$ cat src/rtl/serdes_param_if.sv
// serdes_param_if: bus between the serdes_param channels and their user.
// slave is the serdes side, master is the controller/driver side.
`default_nettype none

interface serdes_param_if #(
    parameter int WIDTH = 8
);
    logic             des_start;
    logic             des_msb_first;
    logic             serial_in;
    logic [WIDTH-1:0] par_out;
    logic             des_valid;
    logic             des_busy;
    logic             des_perr;

    logic             ser_start;
    logic             ser_msb_first;
    logic [WIDTH-1:0] par_in;
    logic             serial_out;
    logic             ser_busy;
    logic             ser_done;

    modport slave (
        input  des_start, des_msb_first, serial_in,
        output par_out, des_valid, des_busy, des_perr,
        input  ser_start, ser_msb_first, par_in,
        output serial_out, ser_busy, ser_done
    );

    modport master (
        output des_start, des_msb_first, serial_in,
        input  par_out, des_valid, des_busy, des_perr,
        output ser_start, ser_msb_first, par_in,
        input  serial_out, ser_busy, ser_done
    );
endinterface

`default_nettype wire

$ cat src/rtl/serdes_param.sv
// serdes_param: independent WIDTH-bit deserialiser and serialiser, selectable bit order, abort-by-restart.
// Optional even-parity bit appended to each frame when SERDES_PARITY_EN is defined.
`default_nettype none

module serdes_param #(
    parameter int   WIDTH      = 8,
    parameter logic IDLE_LEVEL = 1'b1
) (
    input  logic           clk,
    input  logic           rst_n,
    serdes_param_if.slave  bus
);

`ifdef SERDES_PARITY_EN
    localparam int F = WIDTH + 1;
`else
    localparam int F = WIDTH;
`endif
    localparam int            CW         = $clog2(F + 1);
    localparam logic [CW-1:0] c_F        = CW'(F);
    localparam logic [CW-1:0] c_F_LAST   = CW'(F - 1);
    localparam logic [CW-1:0] c_ONE      = CW'(1);

    typedef enum logic {
        S_IDLE  = 1'b0,
        S_SHIFT = 1'b1
    } state_t;

    // ------------------------------------------------------------------
    // Deserialiser
    // ------------------------------------------------------------------
    state_t           des_state_q, des_state_d;
    logic [CW-1:0]    des_cnt_q,   des_cnt_d;
    logic [WIDTH-1:0] des_sr_q,    des_sr_d;
    logic [WIDTH-1:0] des_par_q,   des_par_d;
    logic             des_ord_q,   des_ord_d;
    logic             des_valid_q, des_valid_d;

    logic             w_des_last;
    logic [WIDTH-1:0] w_des_shift_start;
    logic [WIDTH-1:0] w_des_shift_run;
    logic [WIDTH-1:0] w_des_word;

    assign w_des_last = (des_state_q == S_SHIFT) && (des_cnt_q == c_F_LAST);

    // MSB-first shifts left so the first bit ends up in the top position.
    assign w_des_shift_start = bus.des_msb_first ? {{(WIDTH-1){1'b0}}, bus.serial_in}
                                                 : {bus.serial_in, {(WIDTH-1){1'b0}}};
    assign w_des_shift_run   = des_ord_q ? {des_sr_q[WIDTH-2:0], bus.serial_in}
                                         : {bus.serial_in, des_sr_q[WIDTH-1:1]};

    always_comb begin
        des_state_d = des_state_q;
        des_cnt_d   = des_cnt_q;
        des_sr_d    = des_sr_q;
        des_par_d   = des_par_q;
        des_ord_d   = des_ord_q;
        des_valid_d = 1'b0;

        if (w_des_last) begin
            des_par_d   = w_des_word;
            des_valid_d = 1'b1;
            des_state_d = S_IDLE;
        end

        // A start always wins: restart on abort, or chain onto a completing frame.
        if (bus.des_start) begin
            des_state_d = S_SHIFT;
            des_cnt_d   = c_ONE;
            des_ord_d   = bus.des_msb_first;
            des_sr_d    = w_des_shift_start;
        end else if ((des_state_q == S_SHIFT) && !w_des_last) begin
            des_cnt_d   = des_cnt_q + c_ONE;
            des_sr_d    = w_des_shift_run;
        end
    end

    always_ff @(posedge clk or negedge rst_n) begin
        if (!rst_n) begin
            des_state_q <= S_IDLE;
            des_cnt_q   <= '0;
            des_sr_q    <= '0;
            des_par_q   <= '0;
            des_ord_q   <= 1'b0;
            des_valid_q <= 1'b0;
        end else begin
            des_state_q <= des_state_d;
            des_cnt_q   <= des_cnt_d;
            des_sr_q    <= des_sr_d;
            des_par_q   <= des_par_d;
            des_ord_q   <= des_ord_d;
            des_valid_q <= des_valid_d;
        end
    end

    assign bus.par_out   = des_par_q;
    assign bus.des_valid = des_valid_q;
    assign bus.des_busy  = (des_state_q == S_SHIFT);

    // ------------------------------------------------------------------
    // Serialiser
    // ------------------------------------------------------------------
    state_t           ser_state_q, ser_state_d;
    logic [CW-1:0]    ser_cnt_q,   ser_cnt_d;
    logic [WIDTH-1:0] ser_sr_q,    ser_sr_d;
    logic             ser_ord_q,   ser_ord_d;
    logic             ser_out_q,   ser_out_d;
    logic             ser_done_q,  ser_done_d;

    logic             w_ser_last;
    logic             w_ser_first;
    logic             w_ser_data_bit;
    logic             w_ser_next_bit;

    // ser_cnt_q counts bits driven so far, including the one on the line now.
    assign w_ser_last     = (ser_state_q == S_SHIFT) && (ser_cnt_q == c_F);
    assign w_ser_first    = bus.ser_msb_first ? bus.par_in[WIDTH-1] : bus.par_in[0];
    assign w_ser_data_bit = ser_ord_q ? ser_sr_q[WIDTH-1] : ser_sr_q[0];

    always_comb begin
        ser_state_d = ser_state_q;
        ser_cnt_d   = ser_cnt_q;
        ser_sr_d    = ser_sr_q;
        ser_ord_d   = ser_ord_q;
        ser_out_d   = ser_out_q;
        ser_done_d  = 1'b0;

        if (w_ser_last) begin
            ser_state_d = S_IDLE;
            ser_out_d   = IDLE_LEVEL;
            ser_done_d  = 1'b1;
        end

        if (bus.ser_start) begin
            ser_state_d = S_SHIFT;
            ser_cnt_d   = c_ONE;
            ser_ord_d   = bus.ser_msb_first;
            ser_out_d   = w_ser_first;
            ser_sr_d    = bus.ser_msb_first ? (bus.par_in << 1) : (bus.par_in >> 1);
        end else if ((ser_state_q == S_SHIFT) && !w_ser_last) begin
            ser_cnt_d   = ser_cnt_q + c_ONE;
            ser_out_d   = w_ser_next_bit;
            ser_sr_d    = ser_ord_q ? (ser_sr_q << 1) : (ser_sr_q >> 1);
        end
    end

    always_ff @(posedge clk or negedge rst_n) begin
        if (!rst_n) begin
            ser_state_q <= S_IDLE;
            ser_cnt_q   <= '0;
            ser_sr_q    <= '0;
            ser_ord_q   <= 1'b0;
            ser_out_q   <= IDLE_LEVEL;
            ser_done_q  <= 1'b0;
        end else begin
            ser_state_q <= ser_state_d;
            ser_cnt_q   <= ser_cnt_d;
            ser_sr_q    <= ser_sr_d;
            ser_ord_q   <= ser_ord_d;
            ser_out_q   <= ser_out_d;
            ser_done_q  <= ser_done_d;
        end
    end

    assign bus.serial_out = ser_out_q;
    assign bus.ser_busy   = (ser_state_q == S_SHIFT);
    assign bus.ser_done   = ser_done_q;

    // ------------------------------------------------------------------
    // Parity (trailing bit, independent of bit order)
    // ------------------------------------------------------------------
`ifdef SERDES_PARITY_EN
    logic des_acc_q;
    logic des_perr_q;
    logic ser_par_q;

    // Data is complete before the parity bit arrives, so the word is the shift register.
    assign w_des_word     = des_sr_q;
    assign w_ser_next_bit = (ser_cnt_q == CW'(WIDTH)) ? ser_par_q : w_ser_data_bit;

    always_ff @(posedge clk or negedge rst_n) begin
        if (!rst_n) begin
            des_acc_q  <= 1'b0;
            des_perr_q <= 1'b0;
            ser_par_q  <= 1'b0;
        end else begin
            if (w_des_last) begin
                des_perr_q <= des_acc_q ^ bus.serial_in;
            end
            if (bus.des_start) begin
                des_acc_q <= bus.serial_in;
            end else if (des_state_q == S_SHIFT) begin
                des_acc_q <= des_acc_q ^ bus.serial_in;
            end
            if (bus.ser_start) begin
                ser_par_q <= ^bus.par_in;
            end
        end
    end

    assign bus.des_perr = des_perr_q;
`else
    assign w_des_word     = w_des_shift_run;
    assign w_ser_next_bit = w_ser_data_bit;
    assign bus.des_perr   = 1'b0;
`endif

endmodule

`default_nettype wire

$ cat src/flat_wrapper.sv
// flat-port wrapper written by rule: the top's interface ports become plain ports
module serdes_param_flat 
#(
    parameter int   WIDTH      = 8,
    parameter logic IDLE_LEVEL = 1'b1
)
  (clk, rst_n, bus_des_start, bus_des_msb_first, bus_serial_in, bus_par_out, bus_des_valid, bus_des_busy, bus_des_perr, bus_ser_start, bus_ser_msb_first, bus_par_in, bus_serial_out, bus_ser_busy, bus_ser_done);
  serdes_param_if #(.WIDTH(WIDTH)) bus_i ();
  input  logic clk;
  input  logic rst_n;
  input wire logic [$bits(bus_i.des_start)-1:0] bus_des_start;
  input wire logic [$bits(bus_i.des_msb_first)-1:0] bus_des_msb_first;
  input wire logic [$bits(bus_i.serial_in)-1:0] bus_serial_in;
  output wire logic [$bits(bus_i.par_out)-1:0] bus_par_out;
  output wire logic [$bits(bus_i.des_valid)-1:0] bus_des_valid;
  output wire logic [$bits(bus_i.des_busy)-1:0] bus_des_busy;
  output wire logic [$bits(bus_i.des_perr)-1:0] bus_des_perr;
  input wire logic [$bits(bus_i.ser_start)-1:0] bus_ser_start;
  input wire logic [$bits(bus_i.ser_msb_first)-1:0] bus_ser_msb_first;
  input wire logic [$bits(bus_i.par_in)-1:0] bus_par_in;
  output wire logic [$bits(bus_i.serial_out)-1:0] bus_serial_out;
  output wire logic [$bits(bus_i.ser_busy)-1:0] bus_ser_busy;
  output wire logic [$bits(bus_i.ser_done)-1:0] bus_ser_done;
  assign bus_i.des_start = bus_des_start;
  assign bus_i.des_msb_first = bus_des_msb_first;
  assign bus_i.serial_in = bus_serial_in;
  assign bus_par_out = bus_i.par_out;
  assign bus_des_valid = bus_i.des_valid;
  assign bus_des_busy = bus_i.des_busy;
  assign bus_des_perr = bus_i.des_perr;
  assign bus_i.ser_start = bus_ser_start;
  assign bus_i.ser_msb_first = bus_ser_msb_first;
  assign bus_i.par_in = bus_par_in;
  assign bus_serial_out = bus_i.serial_out;
  assign bus_ser_busy = bus_i.ser_busy;
  assign bus_ser_done = bus_i.ser_done;
  serdes_param #(.WIDTH(WIDTH), .IDLE_LEVEL(IDLE_LEVEL)) u_core (.clk(clk), .rst_n(rst_n), .bus(bus_i));
endmodule
$ cat config.mk
export PLATFORM = sky130hd
export DESIGN_NAME = serdes_param_flat
export DESIGN_NICKNAME = d
export VERILOG_FILES = /design/src/rtl/serdes_param_if.sv /design/src/rtl/serdes_param.sv /design/src/flat_wrapper.sv
export SDC_FILE = /design/constraint.sdc
export NUM_CORES = 1
export LEC_CHECK = 0
export CAP_MARGIN = 20
export CORE_MARGIN = 1.5
export CORE_UTILIZATION = 48
export CTS_CLUSTER_SIZE = 24
export DETAILED_ROUTE_END_ITERATION = 12
export PLACE_DENSITY = 0.75
export SLEW_MARGIN = 20
export SYNTH_ARGS = -nofsm -noshare
export SYNTH_HDL_FRONTEND = slang
export SYNTH_SLANG_ARGS = --single-unit
$ cat constraint.sdc
create_clock -name clk -period 1.55 [get_ports clk]
set_clock_uncertainty 0.05 [all_clocks]
set_input_delay 0.2325 -clock clk [delete_from_list [all_inputs] [get_ports clk]]
set_output_delay 0.2325 -clock clk [all_outputs]
set_load 0.01 [all_outputs]
==> results_dict.tcl <==
set metrics [dict create \
    synth_area_mm2 0.00198 \
    core_mm2 0.00397 \
    maxCapViolations 0 \
    r2r-end "u_core.ser_sr_q[1]" \
    finalCritPeriodShare_pct 96.5 \
    tns_ns 0 \
    reg2regPathDepth 6 \
    htreeDepth 2 \
    grt_pass1_wl_mm 6.72 \
    critPathLaunchType "flip-flop" \
    die-area_mm2 0.00452 \
    clock_latency_ns 0.29 \
    overflow 0 \
    rsz0062_at_grt "false" \
    grt_pass1_vias 1481 \
    totalWireLength_mm 4.11 \
    die_w_um 67.2 \
    syn_inst 178 \
    timing.hold.ws_ns 0.433 \
    rrSetupSlack_ns 0.05 \
    dieHeight_um 67.2 \
    vias 1503 \
    cp-end-kind "flip-flop" \
    synth-seq-area-share_pct 49.4 \
    report.final.slew_viol_count 0 \
    clk_pin_slew_ns 0.08 \
    diodes 0 \
    min_path_cells 2 \
    synthToLayoutAreaGrowth_pct 29.7 \
    arrival_ns 1.62 \
    drt-initial-drc-count 64 \
    fmax_mhz 668 \
    fin_cells 276 \
    fin_crit_ns 1.50 \
    cts_buffer_depth 2 \
    hp-start "u_core.bus.par_out[6]" \
    antenna_found_initial 0 \
    ant_nets 0 \
    drc 0 \
    hold_viol_final 0 \
    cts_tree "built" \
    ys_seq_elements 39 \
    netlist_top_cells_area "dfrtp_1 (48%), mux2i_1 (14%), mux2_2 (6.3%)" \
    cts_buffers 5 \
    timing.rr.start "u_core.ser_cnt_q[0]" \
    synth_warnings 0 \
    layout.nets 243 \
    hold_class "flip-flop to flip-flop" \
    yosysUniqueCellTypes 35 \
    p_leak_nw 1.21 \
    peakVddDrop_uv 651 \
    setup-violations-final 0 \
    row_count 23 \
    gp_congestion 0.804 \
    synth_nets 196 \
    root_buffer "clkbuf_8" \
    yosys.area.top_type "dfrtp_1" \
    port_buffers 27 \
    fill_cells 317 \
    cts_sinks 39 \
    layout-drive-gt1-share_pct 23.5 \
    initial_core_util_pct 49.8 \
    wl_per_cell_um 14.9 \
    syn_avg_cell_area_um2 11.1 \
    synth_top_area_share_pct 48.1 \
    hold-path-endpoint "u_core.bus.par_out[6]" \
    crit_chain "inv_2 -> ha_4 -> nand3b_4 -> a21oi_4 -> buf_6 -> mux2_2" \
    viasPerCell 5.45 \
    crit_required_ns 1.67 \
    hpwl_mm 2.96 \
    cp_max_fo 4 \
    track_usage_pct 20.0 \
    grt_max_degree 40 \
    worstSetupPathType "flip-flop to flip-flop" \
    outcome "finished clean" \
    cpMaxStageDelayCell "dfrtp_1" \
    max_stage_delay_ns 0.39 \
    design.portCount 29 \
    p_per_area_mw_per_mm2 1170 \
    drtPass1Iterations 4 \
    dp_cells 261 \
]
worst max-delay path, delay by kind of cell, from the launching register on:
kind            cells  cell delay, ns
mux                 1            0.33
simple gates        1            0.09
buf+inv             2            0.22
flops               1            0.39
fa+ha+maj           1            0.14
compound gates      1            0.17
through the flow:
stage / setup slack [ns] / total power [mW] / cell area [µm²] / util [%]
detailed placement: -0.0941 / 2.13 / 2360 / 59.5
CTS: 0.00927 / 2.99 / 2530 / 63.8
global route: 0.00251 / 3.18 / 2560 / 64.6
floorplan: 0.0105 / 1.75 / 1980 / -
finish: 0.0539 / 3.01 / 2560 / 64.6
global placement: -0.0481 / 2.08 / 2360 / 59.5
worst max-delay path by stage:
| stage | startpoint | to | depth (start not counted) |
|---|---|---|---|
| floorplan | u_core.ser_cnt_q[0] | u_core.ser_sr_q[0] | 5 |
| global placement | bus_ser_start | u_core.ser_sr_q[0] | 4 |
| detailed placement | bus_ser_msb_first | u_core.ser_sr_q[2] | 5 |
| CTS | u_core.ser_cnt_q[1] | u_core.ser_sr_q[1] | 6 |
| global route | u_core.bus.par_out[1] | bus_par_out[1] | 1 |
| finish | u_core.ser_cnt_q[0] | u_core.ser_sr_q[1] | 6 |
routing by layer:
| metal | track usage (%) | vias to the layer above | wire length [µm] |
|---|---|---|---|
| li1 | - | 733 | - |
| met1 | 25.0 | 735 | 1830 |
| met2 | 33.0 | 30 | 2100 |
| met3 | 5.83 | 5 | 133 |
| met4 | 7.40 | 0 | 49 |
| met5 | 0 | - | 0 |
cell families (layout without fill, tap and decap cells):
kind of cell             Yosys count  count (layout)  synth area share (%)
AO/OA/AOI/OAI                     39              39                  12.0
buffers and inverters             20              68                  5.00
other                              1               1                 0.190
AND/OR/NAND/NOR                   36              36                  10.7
XOR/XNOR                           1               1                 0.443
multiplexers                      39              39                  20.4
flip-flops                        39              39                  49.4
adder cells (fa/ha/maj)            3               3                  1.90
Yosys cell counts:
| library cell | count |
|---|---|
| a211oi_1 | 6 |
| a21o_1 | 1 |
| a21oi_1 | 15 |
| a21oi_4 | 1 |
| a311oi_1 | 1 |
| a32o_1 | 1 |
| and3_1 | 1 |
| and3b_1 | 2 |
| and4_1 | 1 |
| buf_2 | 4 |
| buf_4 | 5 |
| clkbuf_1 | 1 |
| conb_1 | 1 |
| dfrtp_1 | 38 |
| dfstp_2 | 1 |
| ha_1 | 3 |
| inv_1 | 9 |
| inv_2 | 1 |
| mux2_2 | 11 |
| mux2i_1 | 28 |
| nand2_1 | 11 |
| nand3_1 | 3 |
| nand3b_2 | 1 |
| nand3b_4 | 1 |
| nand4_1 | 2 |
| nand4b_1 | 1 |
| nor2_1 | 5 |
| nor3_1 | 3 |
| nor3b_1 | 1 |
| o21ai_0 | 13 |
| o32ai_1 | 1 |
| or3_1 | 2 |
| or3b_1 | 1 |
| or4_1 | 1 |
| xor2_1 | 1 |
power breakdown:
| part | switching [mW] | internal, mW | total, mW |
|---|---|---|---|
| combinational | 0.348 | 0.454 | 0.803 |
| sequential | 0.150 | 1.20 | 1.35 |
| clock | 0.369 | 0.479 | 0.848 |
| total | 0.867 | 2.14 | 3.01 |
repair_timing:
action / 4_1_cts / 5_1_grt
hold buffers: 1 / 0
resized for setup: 8 / 5
pin swaps: 2 / 1
buffers inserted: 4 / 2
setup endpoints to repair: 13 / 10
hold endpoints to repair: 38 / 0
state kept, by name (all words and copies together), names as in the netlist:
name	cells
u_core.bus.des_busy	1
u_core.bus.des_valid	1
u_core.bus.par_out	8
u_core.bus.ser_busy	1
u_core.bus.ser_done	1
u_core.bus.serial_out	1
u_core.des_cnt_q	4
u_core.des_ord_q	1
u_core.des_sr_q	8
u_core.ser_cnt_q	4
u_core.ser_ord_q	1
u_core.ser_sr_q	8
layout by cell type, fill, tap and decap left out, types with 3 or more instances in the layout:
cell / Yosys / final
dfrtp_1: 38 / 36
mux2i_1: 28 / 28
clkdlybuf4s50_1: 0 / 24
buf_4: 5 / 20
a21oi_1: 15 / 15
o21ai_0: 13 / 12
nand2_1: 11 / 11
mux2_2: 11 / 11
inv_1: 9 / 7
a211oi_1: 6 / 6
nor2_1: 5 / 5
clkbuf_8: 0 / 5
inv_2: 1 / 3
nor3_1: 3 / 3
nand3_1: 3 / 3
area by class of cell:
| cell class | instances | area (µm²) | area share [%] |
|---|---|---|---|
| inverters | 10 | 37.5 | 1.46 |
| well taps | 50 | 62.6 | 2.44 |
| multi-input cells | 119 | 927 | 36.1 |
| repair buffers | 50 | 445 | 17.4 |
| clock inverters | 3 | 43.8 | 1.71 |
| clock buffers | 5 | 68.8 | 2.68 |
| flip-flops and latches | 39 | 980 | 38.2 |
Note: power is estimated with default switching activity, not from simulation.
==> patch 1: new RTL, same flow settings <==
Build with the macro `SERDES_PARITY_EN` defined.
--- a/src/rtl/serdes_param.sv
+++ b/src/rtl/serdes_param.sv
@@ -3,2 +3,4 @@
 `default_nettype none
+
+`define SERDES_PARITY_EN
 
Check against the original RTL: not equivalent (Yosys sat finds a counterexample within 10 cycles, from zero or initial values and one cycle with rst_n low).
==> patch 1 against the unedited design <==
- global-route usage shrank 1.9 points
- wire length grew 1.7%
- setup slack gained 0.0070 ns
- clock power shrank 0.6%
- final area grew 13%
- sequential cell count grew 3
- critical path type is now flop to primary output
- power shrank 5.7%
- area after synthesis grew 13%
==> patch 1: results (changes against the unedited design) <==
[run_status]
outcome = finished, final reports clean

[power_and_ir_drop]
power.leakage_nw = 1.39  ; +15%
ir_drop_mv = 0.730  ; +12%
swShare_pct = 26.4  ; -2.4 points

[synth]
synth_fa_ha_area_share_pct = 2.80  ; +0.90 points
synth_area_leaders = dfrtp_1 (46%), mux2i_1 (7.2%), a211oi_1 (4.7%)
synthMuxAreaShare_pct = 15.9  ; -4.5 points
yosys-top-cells-count = dfrtp_1 (41), mux2i_1 (16), a211oi_1 (14)
synth_nets = 219  ; +12%
synth-xor-area-share_pct = 5.10  ; +4.7 points
synth-compound-area-share_pct = 12.0  ; +0.090 points
yosysSeqAreaShare_pct = 47.1  ; -2.3 points
synth_ff_type = dfrtp_1
synth_cell_types = 36  ; +2.9%

[placed_design]
hpwl_mm = 3.00  ; +1.3%
gp_congestion = 0.771  ; -4.1%
numPortBuffers = 28  ; +3.7%
dp.cells = 286  ; +9.6%

[routing]
wl_per_cell_um = 13.9  ; -6.7%
wirelength_mm = 4.18  ; +1.7%
drt_iter0_markers = 53  ; -17%
post_drt_via_cell_ratio = 5.22  ; -4.1%

[worst_setup_path]
cp_max_fo = 2  ; -2
worstPathArrival_ns = 1.21  ; -0.41 ns
path_delay_family = buffers and inverters
slowest_delay_ns = 0.54  ; +0.15 ns
slowest_stage = clkdlybuf4s50_1

[layout]
nets = 268  ; +10%
drive_above_1_share_pct = 24.5  ; +1.0 points

[hold_path]
min_path_type = input port to asynchronous set/reset pin

[grt]
grtUsageTotal_pct = 18.2  ; -1.9 points
grt_max_degree = 30  ; -25%
grt_pass1_vias = 1564  ; +5.6%
grt_pass1_wl_mm = 7.20  ; +7.1%

[clock_network]
insertion_delay_ns = 0.30

[patch 1: path summary, 6_finish.rpt]
| kind | startpoint | endpoint | slack (ns) | cells past startpoint |
|---|---|---|---|---|
| worst max-delay path | u_core.bus.ser_busy | bus_ser_busy | 0.06 | 1 |
| max in group asynchronous | rst_n | u_core.bus.par_out[2] | 0.66 | 3 |
| worst min register to register | u_core.bus.des_perr | u_core.bus.des_perr | 0.46 | 2 |
| worst max register to register | u_core.des_cnt_q[1] | u_core.des_sr_q[0] | 0.07 | 6 |
| min in group clk | u_core.bus.des_perr | u_core.bus.des_perr | 0.46 | 2 |
| worst min-delay path | rst_n | u_core.ser_par_q | 0.32 | 2 |
[patch 1: stage by stage]
stage	instance area [µm²]	total power [mW]	hold WS [ns]	worst slack (ns)
after floorplan	2240	1.71	-0.113	-0.0253
after global placement	2690	1.96	0.111	0.00836
after detailed placement	2690	1.98	0.117	-0.0883
after CTS	2820	2.83	0.333	0.00485
after global routing	2890	3.01	0.354	-0.00923
final	2890	2.84	0.322	0.0608
[patch 1: power groups by stage]
| stage | Sequential [mW] | Clock, mW | Combinational, mW |
|---|---|---|---|
| floorplan | 1.34 | 0 | 0.365 |
| detailed placement | 1.35 | 0 | 0.627 |
| global placement | 1.35 | 0 | 0.607 |
| global route | 1.35 | 0.924 | 0.727 |
| finish | 1.34 | 0.843 | 0.656 |
| CTS | 1.33 | 0.868 | 0.633 |
[patch 1: area by class of cell]
class | count | area (µm²)
flip-flops and latches | 42 | 1050
multi-input cells | 134 | 1100
clock inverters | 1 | 30.0
fillers | 345 | 1530
repair buffers | 54 | 526
well taps | 52 | 65.1
inverters | 11 | 41.3
clock buffers | 7 | 76.3
[patch 1: kinds of logic after synthesis]
logic type,count (synthesis)
and+or+nand+nor,46
DFF,42
buffers and inverters,23
xor gates and xnor gates,13
AOI/OAI and AO/OA,39
muxes,31
adders and majority gates,5
[patch 1: repair_timing]
action	CTS	global route
setup buffers	2	4
hold endpoints to repair	12	0
pin swaps	1	2
resized for setup	1	8
endpoints found under the setup margin	8	19
hold buffers	1	0
[patch 1: routing by layer]
metal	share of wire [%]	vias up	global-route usage (%)
met3	3.1	7	4.78
li1	-	792	-
met5	0	-	0
met1	49	749	24.4
met2	46	24	28.3
met4	2.1	0	6.92
==> patch 2: new RTL, config.mk and constraints unchanged <==
Made on the original files. Take the reset off `ser_sr_q` and load it in a clocked block of its own.
--- a/src/rtl/serdes_param.sv
+++ b/src/rtl/serdes_param.sv
@@ -150,3 +150,2 @@
             ser_cnt_q   <= '0;
-            ser_sr_q    <= '0;
             ser_ord_q   <= 1'b0;
@@ -157,3 +156,2 @@
             ser_cnt_q   <= ser_cnt_d;
-            ser_sr_q    <= ser_sr_d;
             ser_ord_q   <= ser_ord_d;
@@ -162,2 +160,6 @@
         end
+    end
+
+    always_ff @(posedge clk) begin
+        ser_sr_q <= ser_sr_d;
     end
Function: no difference found for any inputs over 10 cycles, from zero or initial values and one cycle with rst_n low; that may be too few to reach the edited logic, so the function may still have changed.
==> patch 2 against the unedited design <==
- wire length decreased by 4.2%
- die area decreased by 3.7%
- power decreased by 9.1%
- sequential share of layout area increased by 3.8 points
- area after synthesis decreased by 3.9%
- hold slack got worse by 0.17 ns
- final area decreased by 5.3%
- synthesized cell count decreased by 0.56%
- non-clock buffer count decreased by 7
- via count decreased by 2.2%
- sequential cell count unchanged
- setup slack got worse by 0.026 ns
==> patch 2: results (changes against the unedited design) <==
[synth]
synthMuxAreaShare_pct = 10.2  ; -10 points
synth-xor-area-share_pct = 0.461  ; +0.018 points
synth_ff_type = dfrtp_1
synth_cell_types = 36  ; +2.9%
yosys-top-cells-count = dfrtp_1 (30), a21oi_1 (21), mux2i_1 (16)
synth_nets = 195  ; -0.51%
yosysSeqAreaShare_pct = 53.5  ; +4.1 points
synth_area_leaders = dfrtp_1 (39%), edfxtp_1 (13%), mux2i_1 (8.4%)
async_flop_share_pct = 79.5  ; -21 points
synth_fa_ha_area_share_pct = 1.97  ; +0.077 points
synth_edf_count = 8  ; +8
synth-compound-area-share_pct = 16.3  ; +4.4 points

[placed_design]
numPortBuffers = 27  ; unchanged
gp_congestion = 0.840  ; +4.5%
hpwl_mm = 2.74  ; -7.3%
place_ws_ns = -0.000702  ; +0.0933 ns

[grt]
use_met3_pct = 5.96  ; +0.13 points
grt_use_met2_pct = 31.8  ; -1.2 points
grt_pass1_vias = 1408  ; -4.9%
grt_max_degree = 32  ; -20%
grtUsageTotal_pct = 20.1  ; +0.045 points
antenna_found_initial = 0  ; unchanged
grt_pass1_wl_mm = 6.49  ; -3.5%
grtUsageMet1_pct = 25.7  ; +0.72 points

[layout]
nets = 234  ; -3.7%
drive_above_1_share_pct = 15.2  ; -8.2 points

[routing]
met2WireLength_mm = 1.93  ; -8.1%
wl_met1_mm = 1.78  ; -2.8%
post_drt_via_cell_ratio = 5.55  ; +1.9%
drt_iter0_markers = 90  ; +41%
route.met3.wl_um = 159  ; +20%
wl_per_cell_um = 14.9  ; -0.20%

[power_and_ir_drop]
power.leakage_nw = 1.09  ; -10%
ir_drop_mv = 0.685  ; +5.3%

[sta]
fin_hold_ws_ns = 0.262  ; -0.171 ns
fmax_mhz = 657  ; -1.7%

[worst_setup_path]
startpoint = u_core.ser_cnt_q[0]
worstPathArrival_ns = 1.53  ; -0.09 ns
r2r_slack_ns = 0.03  ; -0.03 ns
cp_max_fo = 8  ; +4
r2r-end = u_core.ser_sr_q[5]
worstSetupEndpointType = flop
reg2regPathDepth = 5  ; -1

[hold_path]
min_path_type = input port to asynchronous set/reset pin

[run_status]
outcome = finished, final reports clean

[clock_network]
htreeDepth = 2  ; unchanged
cts_buffers = 5  ; unchanged

[patch 2: cell count changes in the layout (fill, tap and decap cells not counted), sizes merged, moves of 7 or more]
cell | unedited run | this run
edfxtp | 0 | 8
buf | 23 | 16
mux2 | 11 | 3
dfrtp | 38 | 30
mux2i | 28 | 16
[patch 2: repair_timing]
| action | in CTS | in global routing |
|---|---|---|
| pin swaps | 0 | 1 |
| gates resized for setup | 5 | 4 |
| buffers inserted | 1 | 2 |
| endpoints found under the setup margin | 4 | 7 |
[patch 2: final cells by class]
type,instances,area (µm²)
Tap cell,48,60.1
Sequential cell,39,1020
Fill cell,284,1310
Multi-Input combinational cell,118,810
Inverter,9,33.8
Timing Repair Buffer,43,425
Clock buffer,7,76.3
Clock inverter,1,5.00
[patch 2: report_power, final]
part           leakage, nW  internal (mW)  total (mW)  switching, mW
registers            0.480           1.23        1.37          0.139
clock network       0.0422          0.315       0.641          0.325
logic                0.568          0.394       0.718          0.324
[patch 2: stage by stage]
stage	utilization, %	setup TNS [ns]	std cells	power (mW)	instance area (µm²)
after CTS	64.1	0	263	2.73	2400
final	64.9	0	265	2.73	2430
after global routing	64.9	-0.118	265	2.90	2430
after floorplan	-	0	177	1.72	1900
after global placement	61.6	0	254	2.04	2310
after detailed placement	61.6	-0.000702	254	2.08	2310
[patch 2: cells by family after synthesis]
family          Yosys count
compound gates           52
xor+xnor                  1
fa+ha+maj                 3
buf+inv                  20
flops                    39
mux                      19
other cells               1
simple gates             42
[patch 2: worst max-delay path, cell delays in order, from the launching register on]
cell,delay (ns)
dfrtp_1,0.38
inv_1,0.10
ha_2,0.19
nand3b_1,0.18
a21o_1,0.26
buf_12,0.14
